### src/rtl/button_event_if.sv
// Button event bus: deglitched level and ack in, classified gesture events out.
// Optional auto-repeat in the block itself is enabled by BUTTON_EVENT_REPEAT_EN.
interface button_event_if;
  logic       btn_in;
  logic       evt_ack;
  logic       pressed;
  logic       evt_short;
  logic       evt_long;
  logic       evt_double;
  logic       evt_pend;
  logic [1:0] evt_code;
  logic       evt_ovf;
  logic [2:0] dbg_state;

  // Handshake: evt_* are one-cycle valid pulses with no back-pressure; evt_pend holds
  // evt_code valid until firmware answers with a one-cycle evt_ack (the ready side).
  modport master (
    output btn_in, evt_ack,
    input  pressed, evt_short, evt_long, evt_double, evt_pend, evt_code, evt_ovf, dbg_state
  );

  modport slave (
    input  btn_in, evt_ack,
    output pressed, evt_short, evt_long, evt_double, evt_pend, evt_code, evt_ovf, dbg_state
  );
endinterface

### src/rtl/button_event.sv
// Classifies a deglitched button level into short / long / double-click events.
// Define BUTTON_EVENT_REPEAT_EN to re-issue evt_long every REPEAT_MS while held.
module button_event #(
  parameter int TICK_DIV  = 50000,
  parameter int LONG_MS   = 800,
  parameter int DOUBLE_MS = 250,
  parameter int REPEAT_MS = 200
) (
  input  logic          clk,
  input  logic          rstn,
  button_event_if.slave bus
);

  typedef enum logic [2:0] {
    S_IDLE   = 3'd0,
    S_PRESS  = 3'd1,
    S_WAIT2  = 3'd2,
    S_PRESS2 = 3'd3,
    S_HELD   = 3'd4
  } state_t;

  localparam logic [1:0] EV_NONE   = 2'b00;
  localparam logic [1:0] EV_SHORT  = 2'b01;
  localparam logic [1:0] EV_LONG   = 2'b10;
  localparam logic [1:0] EV_DOUBLE = 2'b11;

  localparam int               PRE_W     = $clog2(TICK_DIV);
  localparam logic [PRE_W-1:0] PRE_LAST  = PRE_W'(TICK_DIV - 1);
  localparam logic [15:0]      LONG_TH   = 16'(LONG_MS);
  localparam logic [15:0]      DOUBLE_TH = 16'(DOUBLE_MS);
`ifdef BUTTON_EVENT_REPEAT_EN
  localparam logic [15:0]      REPEAT_TH = 16'(REPEAT_MS);
`endif

  if (TICK_DIV < 2 || LONG_MS < 1 || DOUBLE_MS < 0 || REPEAT_MS < 1) begin : g_param_check
    $error("button_event: illegal parameter value");
  end

  state_t           r_state;
  state_t           w_next_state;
  logic             r_pressed;
  logic [PRE_W-1:0] r_pre;
  logic [15:0]      r_ms;
  logic             r_short;
  logic             r_long;
  logic             r_double;
  logic             r_pend;
  logic [1:0]       r_code;
  logic             r_ovf;
  logic [1:0]       w_evt;
  logic             w_rise;
  logic             w_fall;
  logic             w_tick;
  logic             w_rpt;
  logic             w_restart;

  assign w_rise = bus.btn_in & ~r_pressed;
  assign w_fall = ~bus.btn_in & r_pressed;
  assign w_tick = (r_pre == PRE_LAST);

  // Edges are tested before thresholds so an edge wins a same-cycle timeout.
  always_comb begin
    w_next_state = r_state;
    w_evt        = EV_NONE;
    w_rpt        = 1'b0;
    case (r_state)
      S_IDLE: begin
        if (w_rise) w_next_state = S_PRESS;
      end
      S_PRESS: begin
        if (w_fall) begin
          if (DOUBLE_MS == 0) begin
            w_evt        = EV_SHORT;
            w_next_state = S_IDLE;
          end else begin
            w_next_state = S_WAIT2;
          end
        end else if (r_ms >= LONG_TH) begin
          w_evt        = EV_LONG;
          w_next_state = S_HELD;
        end
      end
      S_WAIT2: begin
        if (w_rise) begin
          w_next_state = S_PRESS2;
        end else if (r_ms >= DOUBLE_TH) begin
          w_evt        = EV_SHORT;
          w_next_state = S_IDLE;
        end
      end
      S_PRESS2: begin
        if (w_fall) begin
          w_evt        = EV_DOUBLE;
          w_next_state = S_IDLE;
        end else if (r_ms >= LONG_TH) begin
          w_evt        = EV_DOUBLE;
          w_next_state = S_HELD;
        end
      end
      S_HELD: begin
        if (w_fall) begin
          w_next_state = S_IDLE;
        end
`ifdef BUTTON_EVENT_REPEAT_EN
        else if (r_ms >= REPEAT_TH) begin
          w_evt = EV_LONG;
          w_rpt = 1'b1;
        end
`endif
      end
      default: w_next_state = S_IDLE;
    endcase
  end

  // Timing restarts on every state change and on each auto-repeat.
  assign w_restart = (w_next_state != r_state) | w_rpt;

  always_ff @(posedge clk or negedge rstn) begin
    if (!rstn) begin
      r_state   <= S_IDLE;
      r_pressed <= 1'b0;
      r_pre     <= '0;
      r_ms      <= '0;
      r_short   <= 1'b0;
      r_long    <= 1'b0;
      r_double  <= 1'b0;
      r_pend    <= 1'b0;
      r_code    <= EV_NONE;
      r_ovf     <= 1'b0;
    end else begin
      r_pressed <= bus.btn_in;
      r_state   <= w_next_state;
      if (w_restart) begin
        r_pre <= '0;
        r_ms  <= '0;
      end else begin
        r_pre <= w_tick ? '0 : r_pre + 1'b1;
        if (w_tick && (r_ms != 16'hFFFF)) r_ms <= r_ms + 16'd1;
      end
      r_short  <= (w_evt == EV_SHORT);
      r_long   <= (w_evt == EV_LONG);
      r_double <= (w_evt == EV_DOUBLE);
      // A new event beats a coincident ack; overflow only if the old one was unread.
      if (w_evt != EV_NONE) begin
        r_pend <= 1'b1;
        r_code <= w_evt;
        r_ovf  <= r_pend & ~bus.evt_ack;
      end else if (bus.evt_ack) begin
        r_pend <= 1'b0;
        r_code <= EV_NONE;
        r_ovf  <= 1'b0;
      end
    end
  end

  assign bus.pressed    = r_pressed;
  assign bus.evt_short  = r_short;
  assign bus.evt_long   = r_long;
  assign bus.evt_double = r_double;
  assign bus.evt_pend   = r_pend;
  assign bus.evt_code   = r_code;
  assign bus.evt_ovf    = r_ovf;
  assign bus.dbg_state  = r_state;

endmodule
### src/flat_wrapper.sv
// flat-port wrapper written by rule: the top's interface ports become plain ports
module button_event_flat 
#(
  parameter int TICK_DIV  = 50000,
  parameter int LONG_MS   = 800,
  parameter int DOUBLE_MS = 250,
  parameter int REPEAT_MS = 200
)
  (clk, rstn, bus_btn_in, bus_evt_ack, bus_pressed, bus_evt_short, bus_evt_long, bus_evt_double, bus_evt_pend, bus_evt_code, bus_evt_ovf, bus_dbg_state);
  button_event_if bus_i ();
  input  logic clk;
  input  logic rstn;
  input wire logic [$bits(bus_i.btn_in)-1:0] bus_btn_in;
  input wire logic [$bits(bus_i.evt_ack)-1:0] bus_evt_ack;
  output wire logic [$bits(bus_i.pressed)-1:0] bus_pressed;
  output wire logic [$bits(bus_i.evt_short)-1:0] bus_evt_short;
  output wire logic [$bits(bus_i.evt_long)-1:0] bus_evt_long;
  output wire logic [$bits(bus_i.evt_double)-1:0] bus_evt_double;
  output wire logic [$bits(bus_i.evt_pend)-1:0] bus_evt_pend;
  output wire logic [$bits(bus_i.evt_code)-1:0] bus_evt_code;
  output wire logic [$bits(bus_i.evt_ovf)-1:0] bus_evt_ovf;
  output wire logic [$bits(bus_i.dbg_state)-1:0] bus_dbg_state;
  assign bus_i.btn_in = bus_btn_in;
  assign bus_i.evt_ack = bus_evt_ack;
  assign bus_pressed = bus_i.pressed;
  assign bus_evt_short = bus_i.evt_short;
  assign bus_evt_long = bus_i.evt_long;
  assign bus_evt_double = bus_i.evt_double;
  assign bus_evt_pend = bus_i.evt_pend;
  assign bus_evt_code = bus_i.evt_code;
  assign bus_evt_ovf = bus_i.evt_ovf;
  assign bus_dbg_state = bus_i.dbg_state;
  button_event #(.TICK_DIV(TICK_DIV), .LONG_MS(LONG_MS), .DOUBLE_MS(DOUBLE_MS), .REPEAT_MS(REPEAT_MS)) u_core (.clk(clk), .rstn(rstn), .bus(bus_i));
endmodule
### config.mk
export PLATFORM = sky130hd
export DESIGN_NAME = button_event_flat
export DESIGN_NICKNAME = d
export VERILOG_FILES = /design/src/rtl/button_event_if.sv /design/src/rtl/button_event.sv /design/src/flat_wrapper.sv
export SDC_FILE = /design/constraint.sdc
export NUM_CORES = 1
export LEC_CHECK = 0
export BUFFER_PORTS_ARGS = -buffer_cell sky130_fd_sc_hd__buf_2
export CAP_MARGIN = 20
export CORE_MARGIN = 1.5
export CORE_UTILIZATION = 35
export DETAILED_ROUTE_END_ITERATION = 8
export PLACE_DENSITY_LB_ADDON = 0.15
export SYNTH_ARGS = -nofsm -noshare
export SYNTH_HDL_FRONTEND = slang
export SYNTH_SLANG_ARGS = --single-unit
### constraint.sdc
create_clock -name clk -period 4.82 [get_ports clk]
set_input_delay 0.482 -clock clk [delete_from_list [all_inputs] [get_ports clk]]
set_output_delay 0.482 -clock clk [all_outputs]
set_load 0.1 [all_outputs]
---- Yosys cells after proc, flatten, opt, wreduce, memory -nomap -nowiden ----
Cells that the tools add are included.
operators by class
  order comparisons ....................... 2
  multiplexer cells ....................... 24
  add/subtract/negate cells ............... 2
  reduce and logical (&&, ||, !) cells .... 5
  eq/ne operators ......................... 10
  bitwise logic cells ..................... 6
operator list
  cell                     number
  $mux W16                 4
  $add A16 B1 Y16 const B  2
  $mux W3                  7
  $eq A16 B16 Y1 const B   1
  $ge A16 B10 Y1 const B   1
  $ge A16 B8 Y1 const B    1
  $ne A16 B16 Y1 const B   1
  $pmux W3 S5              1
  $mux W2                  7
  $eq A3 B2 Y1 const B     2
  $pmux W2 S3              1
  $reduce_bool A2 Y1       3
  $eq A2 B2 Y1 const B     2
  $mux W1                  4
  $and A1 B1 Y1            3
  $eq A3 B1 Y1 const B     1
  $eq A3 B3 Y1 const B     1
  $logic_not A3 Y1         1
  $ne A3 B3 Y1             1
  $not A1 Y1               3
  $eq A2 B1 Y1 const B     1
  $logic_and A1 B1 Y1      1
storage, ports and cells
  output and inout bits ................... 11
  word-level logic and storage cells ...... 59
  input port bits ......................... 4
  flip-flop bits (word level) ............. 43

---- Logic depth before layout (Yosys ltp) ----
Gate-level depths: netlist of the first run.
  word-level depth ........................ 6
  depth in mapped cells ................... 7
  depth with buffers taken out ............ 6

---- Worst setup path before layout of the first run ----
No wires, ideal clock.
  path type ............................... flip-flop to flip-flop
  from .................................... register u_core.r_state[0], in the netlist u_core.bus.dbg_state[0]
  to ...................................... register u_core.r_ms[11]
  cell stages (with the launch flop) ...... 7
  arrival ................................. 2.171 ns
  path buffers ............................ 1
  required time ........................... 4.741 ns
  setup slack ............................. 2.570 ns
  setup time .............................. 0.079 ns
  path through ............................ dfrtp_1 > nor2b_1 > a41oi_1 > a221oi_1 > nor2_1 > clkbuf_1 > a21oi_1
between the ends
  word-level cells in the longest chain between the ends .. 5
RTL lines
  item                                                   line                                                        source
  start: declaration                                     button_event.sv:39                                          state_t r_state;
  start signal: assignment                               button_event.sv:132                                         r_state <= w_next_state;
  $mux W3, on equally long branches                      button_event.sv:78, button_event.sv:95, button_event.sv:86
  $mux W3, on equally long branches                      button_event.sv:92, button_event.sv:84, button_event.sv:71
  $pmux W3 S5                                            button_event.sv:66                                          case (r_state)
  $ne A3 B3 Y1 *                                         button_event.sv:116                                         assign w_restart = (w_next_state != r_state) | w_rpt;
  $mux W16 / $reduce_bool A2 Y1 (equally long branches)  -
  end signal: assignment                                 button_event.sv:138                                         if (w_tick && (r_ms != 16'hFFFF)) r_ms <= r_ms + 16'd1;
  end: declaration                                       button_event.sv:43                                          logic [15:0] r_ms;
Every way passes the cells marked *; elsewhere a longest branch is shown, timed or not.
A chain may end at the register's enable or synchronous reset.

---- Final worst setup path of the first run ----
  from .................................... register u_core.r_pre[0]
  to ...................................... register u_core.r_ms[15]
between the ends
  word-level cells in the longest chain between the ends .. 3
RTL lines
  item                                 line                 source
  start: declaration                   button_event.sv:42   logic [PRE_W-1:0] r_pre;
  start signal: assignment             button_event.sv:137  r_pre <= w_tick ? '0 : r_pre + 1'b1;
  $eq A16 B16 Y1                       button_event.sv:59   assign w_tick = (r_pre == PRE_LAST);
  $logic_and A1 B1 Y1                  button_event.sv:138
  $reduce_bool A2 Y1 (no source line)  -
No other way between the ends.

==> metrics.csv, run 1 <==
metric;value;unit
outcome;finished clean;
cts_tree;done;
grt_usage;0.1462;
avgSynthCellArea;9.787;um2
relSlewSlack;0.3707;
synth_top_family_by_area;simple AND/OR/NAND/NOR gates;
fp.dieW;82.32;um
clock-root-buffer;clkbuf_8;
synth_seq_cells;43;
antenna_found_initial;0;
port_buffers;14;
netlist_instances;225;
drv_cap;0;
drive_gt1_frac;0.1317;
r2r-start;u_core.r_pre[0]$_DFF_PN0_;
dr.first_iter.drc_count;59;
slowest_stage;or4_4;
place_ws;2351;ps
cpPeakStageDelay;700;ps
worstHoldPathType;in2async;
drv_slew;0;
yosys.area_share.simple;0.2710;
core_area;5991;um2
p_per_area;353.1;nW/um2
synth_warnings;0;
cts_buffer_depth;2;
hold_viol;0;
reg2reg_slack;2340;ps
max_freq;0.4040;GHz
synth_fp_nets;232;
synth_common_cells;43 x dfrtp_1, 37 x nor2_1, 18 x xnor2_1;
arrival;2700;ps
ys_seq_area_frac;0.4886;
cts.sinks;43;
synth_compound_area_frac;0.1051;
place_hpwl;2992;um
ctsHoldBuffers;0;
ir_worst_vdd;191.2;uV
io_pins;15;
synth_area_leaders;dfrtp_1 49%, xnor2_1 7.2%, nor2_1 6.3%;
grt_pass1_wl;7562;um
gp_congestion;0.7534;
worst_slack;2345;ps
synthAdderAreaFrac;0.01705;
nFillCells;594;
path_cells;ha_1 -> and3_1 -> nand4_1 -> or4_4 -> or3_1 -> a21oi_1;
startpoint;u_core.r_pre[0]$_DFF_PN0_;
final.setup_skew;7.171;ps
drtPass1Iterations;4;
fin_crit;2475;ps
rsz0062_at_grt;no;
overflow;0;
totalWireLength;4253;um
synthMuxAreaShare;0.004545;
yosysTopAreaCellShare;0.4886;
cp_top_family;simple AND/OR/NAND/NOR gates;
required;5050;ps
critPathLaunchType;register;
leakage;0.001068;uW
synth_most_common_cell;dfrtp_1;
clk_pin_slew_worst_paths;90;ps
nNetsFinal;249;
crit_fanout;11;
die_h;82.32;um
timing.final.crit_share;0.5135;
grt_pass1_vias;1599;
cts_setup_buffers;0;
wl_per_cell;13.37;um
tns;0;ps
cts.repair.resized;0;
antenna_cells;0;
async_reset_ff_frac;1.000;
endpoint_kind;register;
synth_ff_type;dfrtp_1;
synth_top_area_cell;dfrtp_1;
htreeDepth;2;
syn-cell-area;2202;um2
vias;1652;
worst_pin_slew;943.9;ps
synth_edf_count;0;
start_util;0.3676;
synth.distinct_cells;42;
critPathBufInv;0;
clkLatencyLatePin;300;ps
die_area;6777;um2
ant_nets;0;
grt_max_degree;44;
path_class;reg2reg;
row_count;28;
cts_made_buffers;5;
yosys.area_share.xor_xnor;0.09148;
routed_via_density;5.195;
setup_violations;0;
area_growth;10.80;%
drcViolationCount;0;
flip-flops by register name, summed over array words and instances, names as in the netlist:
register               cells
u_core.r_ms               16
u_core.r_pre              16
u_core.bus.dbg_state       3
u_core.bus.evt_code        2
u_core.bus.evt_double      1
u_core.bus.evt_long        1
u_core.bus.evt_ovf         1
u_core.bus.evt_pend        1
u_core.bus.evt_short       1
u_core.bus.pressed         1
final timing paths:
path,end,cells after the start
worst max-delay path,u_core.r_ms[15]$_DFFE_PN0P_,6
worst min-delay path,u_core.r_ms[14]$_DFFE_PN0P_,1
worst max register to register,u_core.r_ms[15]$_DFFE_PN0P_,6
worst min register to register,u_core.r_pre[0]$_DFF_PN0_,1
max in group asynchronous,u_core.r_ms[7]$_DFFE_PN0P_,1
min in group clk,u_core.bus.pressed$_DFF_PN0_,1
through the flow:
step,instances,area [um2],total power (uW),hold slack (ps),util
floorplan,225,2202,581.6,186.4,-
global route,318,2440,920.5,306.4,0.4073
detailed placement,310,2347,633.6,458.2,0.3918
finish,318,2440,861.4,316.3,0.4073
CTS,318,2440,876.8,309.2,0.4073
global placement,310,2347,631.8,433.2,0.3918
area by class of cell:
type	count	area [um2]	share of cell area
tap	75	93.84	0.03846
multi-input combinational	171	1077	0.4415
clock inverter	3	23.77	0.009744
clock buffer	5	68.82	0.02821
timing repair buffer	15	77.57	0.03179
sequential	43	1076	0.4410
inverter	6	22.52	0.009231
placed cells by master (no fill, tap or decap), drive strengths merged:
master | netlist | final
xnor2 | 18 | 18
o211a | 1 | 1
or4 | 2 | 2
nand2b | 4 | 4
mux2i | 1 | 1
nor2 | 37 | 37
and4 | 1 | 1
buf | 1 | 15
nor3 | 3 | 3
o211ai | 1 | 1
o31ai | 1 | 1
dfrtp | 43 | 43
xor2 | 5 | 5
a31o | 1 | 1
clkinvlp | 0 | 2
ha | 3 | 3
nand4 | 7 | 7
nand2 | 14 | 14
o311ai | 2 | 2
inv | 6 | 7
nand3 | 10 | 10
or3 | 6 | 6
clkbuf | 4 | 5
and4bb | 1 | 1
and2 | 3 | 3
a221oi | 1 | 1
o21ai | 6 | 6
nor2b | 3 | 3
a2111oi | 2 | 2
and3 | 12 | 12
a211oi | 5 | 5
o21bai | 1 | 1
and4b | 2 | 2
a21oi | 12 | 12
nor4 | 5 | 5
a41oi | 1 | 1
kinds of logic (layout without fill, tap and decap cells):
| kind of cell | count (synthesis) | count (layout) |
|---|---|---|
| AO/OA/AOI/OAI | 34 | 34 |
| XOR/XNOR | 23 | 23 |
| adder cells (fa/ha/maj) | 3 | 3 |
| buffers and inverters | 11 | 29 |
| flip-flops | 43 | 43 |
| multiplexers | 1 | 1 |
| AND/OR/NAND/NOR | 110 | 110 |
report_power, final:
| group | internal, uW | switching, uW |
|---|---|---|
| clock | 104 | 136 |
| combinational | 47.3 | 161 |
| sequential | 386 | 26.4 |
| total | 538 | 324 |
metal layers:
| metal | vias to the layer above | routed length, um | global-route usage |
|---|---|---|---|
| li1 | 835 | - | - |
| met1 | 786 | 2131 | 0.1922 |
| met2 | 27 | 1916 | 0.2317 |
| met3 | 4 | 162 | 0.04066 |
| met4 | 0 | 42 | 0.04576 |
| met5 | - | 0 | 0 |
(Power assumes the default switching activity.)
==> run 2, diff against run 1 <==
- ABC_AREA: unset -> 1
- clock period: 4.82 -> 2.5 ns (I/O delays scaled with it)
==> metrics.csv, run 2 <==
metric;value;unit;change
synth_fp_nets;342;;was 232
synth_common_cells;69 x nand2_1, 55 x inv_1, 43 x dfrtp_1;;was 43 x dfrtp_1, 37 x nor2_1, 18 x xnor2_1
setup_violations;0;;unchanged
p_total;2031;uW;was 861.4 uW
nNetsFinal;364;;was 249
critPathLaunchType;register;;unchanged
drcViolationCount;0;;unchanged
outcome;finished clean;;unchanged
vias;2016;;was 1,652
p_sw;853.4;uW;was 323.9 uW
yosysTopAreaCellShare;0.4228;;was 0.4886
reg2reg_slack;600;ps;was 2340 ps
multi_input_comb_area;1216;um2;was 1077 um2
async_reset_ff_frac;1.000;;unchanged
swShare;0.4202;;was 0.3760
row_count;30;;was 28
ys_seq_area_frac;0.4228;;was 0.4886
p_per_area;715.3;nW/um2;was 353.1 nW/um2
tns;0;ps;unchanged
cts_setup_buffers;0;;unchanged
yosys.area_share.simple;0.3854;;was 0.2710
cts_buffer_depth;2;;unchanged
seq_area;1076;um2;unchanged
cts_tree;done;;unchanged
overflow;0;;unchanged
path_common_cell;nand3_1;;
die_h;88.27;um;was 82.32 um
yosys.area_share.xor_xnor;0.03097;;was 0.09148
drv_slew;0;;unchanged
antenna_found_initial;0;;unchanged
synthMuxAreaShare;0;;was 0.004545
grt_pass1_wl;8790;um;was 7562 um
cpPeakStageDelay;360;ps;was 700 ps
ir_worst_vdd;875.4;uV;was 191.2 uV
synth_compound_area_frac;0.04671;;was 0.1051
endpoint_kind;register;;unchanged
clock-root-buffer;clkbuf_8;;unchanged
synth_edf_count;0;;unchanged
synth_top_family_by_area;simple AND/OR/NAND/NOR gates;;unchanged
synth_ff_type;dfrtp_1;;unchanged
layout_common_cells;69 x nand2_1, 55 x inv_1, 43 x dfrtp_1;;was 43 x dfrtp_1, 37 x nor2_1, 18 x xnor2_1
layout.cells.most_common;nand2_1;;was dfrtp_1
final.setup_skew;8.919;ps;was 7.171 ps
hp-start;bus_btn_in;;
grt_pass1_vias;1979;;was 1,599
place_hpwl;3705;um;was 2992 um
met3_usage;0.03358;;was 0.04066
placedInstanceArea;2726;um2;was 2347 um2
synth.distinct_cells;30;;was 42
timing.final.crit_share;0.7606;;was 0.5135
syn-cell-area;2545;um2;was 2202 um2
grt_max_degree;21;;was 44
leakage;0.001382;uW;was 0.001068 uW
antenna_cells;0;;unchanged
core_area;6907;um2;was 5991 um2
worstHoldPathType;in2reg;;was in2async
totalWireLength;4893;um;was 4253 um
path_class;reg2reg;;unchanged
avgSynthCellArea;7.597;um2;was 9.787 um2
crit_fanout;7;;was 11
relSlewSlack;0.6730;;was 0.3707
gp_congestion;0.8122;;was 0.7534
grt_usage;0.1436;;was 0.1462
nFillCells;748;;was 594
ant_nets;0;;unchanged
drive_gt1_frac;0.2073;;was 0.1317
met1_usage;0.1894;;was 0.1922
required;2670;ps;was 5050 ps
p_comb_frac;0.359;;was 0.242
die_area;7792;um2;was 6777 um2
rsz0062_at_grt;no;;unchanged
cts.sinks;43;;unchanged
synth_seq_cells;43;;unchanged
r2r_end;u_core.r_ms[10]$_DFFE_PN0P_;;was u_core.r_ms[15]$_DFFE_PN0P_
drtPass1Iterations;4;;unchanged
fin_crit;1902;ps;was 2475 ps
clkLatencyLatePin;290;ps;was 300 ps
holdPathEnd;u_core.bus.pressed$_DFF_PN0_;;
max_freq;0.5259;GHz;was 0.4040 GHz
dr.first_iter.drc_count;73;;was 59
area_growth;11.55;%;was 10.80%
clk_pin_slew_worst_paths;90;ps;about the same
r2r-start;u_core.r_pre[0]$_DFF_PN0_;;unchanged
fp.dieW;88.27;um;was 82.32 um
p_clk_frac;0.260;;was 0.279
arrival;2070;ps;was 2700 ps
use_met2;0.2387;;was 0.2317
start_util;0.3685;;was 0.3676
worst_pin_slew;493.8;ps;was 943.9 ps
io_pins;15;;unchanged
wl_per_cell;10.80;um;was 13.37 um
gr-max-usage-layer;met2;;unchanged
synth_area_leaders;dfrtp_1 42%, nand2_1 10%, inv_1 8.1%;;was dfrtp_1 49%, xnor2_1 7.2%, nor2_1 6.3%
routed_via_density;4.450;;was 5.195
timing.hold.ws;82.58;ps;was 316.3 ps
synthAdderAreaFrac;0.01475;;was 0.01705
cts_made_buffers;5;;unchanged
htreeDepth;2;;unchanged
slowest_stage;dfrtp_1;;was or4_4
netlist_instances;335;;was 225
whs_path_depth;1;;
r2r_cells;8;;was 6
synth_warnings;0;;unchanged
port_buffers;14;;unchanged
internal_power;1177;uW;was 537.6 uW
hold_viol;0;;unchanged
drv_cap;0;;unchanged
synth_most_common_cell;nand2_1;;was dfrtp_1
p_seq_frac;0.382;;was 0.479
final_area;2839;um2;was 2440 um2
synth_top_area_cell;dfrtp_1;;unchanged
path_cells;ha_1 -> nand3_1 -> nor2_1 -> nand2_2 -> nor2_4 -> nand3_1 -> o21ai_0 -> nor2_2;;was ha_1 -> and3_1 -> nand4_1 -> or4_4 -> or3_1 -> a21oi_1
run 2: changes by cell type after synthesis, sizes merged, moves of 5 or more:
cell,delta
nand2,+59
inv,+50
nor2,+32
nand3,+28
xnor2,-16
a21oi,-12
and3,-12
o21ai,+8
or3,-6
a211oi,-5
run 2: timing repair:
| item | in CTS | in global routing |
|---|---|---|
| hold buffers | 1 | 0 |
| resized for setup | 0 | 0 |
| endpoints found under the hold margin | 18 | 0 |
run 2: worst max-delay path: cells and delay by family, from the launching register on:
kind / cells / cell delay [ps]
and+or+nand+nor: 6 / 1000
DFF: 1 / 360
adders and majority gates: 1 / 180
AOI/OAI and AO/OA: 1 / 240
run 2: final cells by class:
class	instances	area share
multi-input combinational	231	0.4284
sequential	43	0.3790
inverter	57	0.07536
tap	96	0.04231
timing repair buffer	19	0.03878
clock buffer	6	0.02556
clock inverter	1	0.01058
run 2: power groups by stage:
| stage | logic, uW | clock network (uW) | registers [uW] |
|---|---|---|---|
| after global placement | 745 | 0 | 788 |
| after global routing | 804 | 579 | 781 |
| after detailed placement | 743 | 0 | 788 |
| after CTS | 746 | 550 | 774 |
| final | 728 | 528 | 775 |
| after floorplan | 454 | 0 | 979 |
run 2: routing by layer:
metal	vias up	wire (um)	share of wire
li1	1081	-	-
met1	909	2542	0.52
met2	20	2175	0.44
met3	6	114	0.023
met4	0	60	0.012
met5	-	0	0
run 2: how the worst max path moves through the flow:
stage | from | end | slack (ps) | cells past startpoint
after floorplan | u_core.bus.dbg_state[0]$_DFF_PN0_ | u_core.r_pre[13]$_DFF_PN0_ | 310 | 9
after global placement | u_core.r_pre[0]$_DFF_PN0_ | u_core.r_ms[10]$_DFFE_PN0P_ | 550 | 8
after detailed placement | u_core.r_pre[0]$_DFF_PN0_ | u_core.r_ms[10]$_DFFE_PN0P_ | 590 | 8
after CTS | u_core.r_pre[0]$_DFF_PN0_ | u_core.r_ms[10]$_DFFE_PN0P_ | 570 | 8
after global routing | u_core.r_pre[0]$_DFF_PN0_ | u_core.r_ms[10]$_DFFE_PN0P_ | 400 | 9
final | u_core.r_pre[0]$_DFF_PN0_ | u_core.r_ms[10]$_DFFE_PN0P_ | 600 | 8
run 2: cell families (layout without fill, tap and decap cells):
| kind of cell | Yosys count | count (layout) |
|---|---|---|
| simple gates | 199 | 199 |
| buf+inv | 61 | 83 |
| flops | 43 | 43 |
| compound gates | 20 | 20 |
| xor+xnor | 9 | 9 |
| fa+ha+maj | 3 | 3 |
run 2: through the flow:
stage               setup WS, ps  instances  utilization
finish                     598.4        453       0.4111
detailed placement         590.6        445       0.3947
global route               398.4        453       0.4111
CTS                        568.7        453       0.4111
global placement           553.0        445       0.3947
floorplan                  307.6        335            -
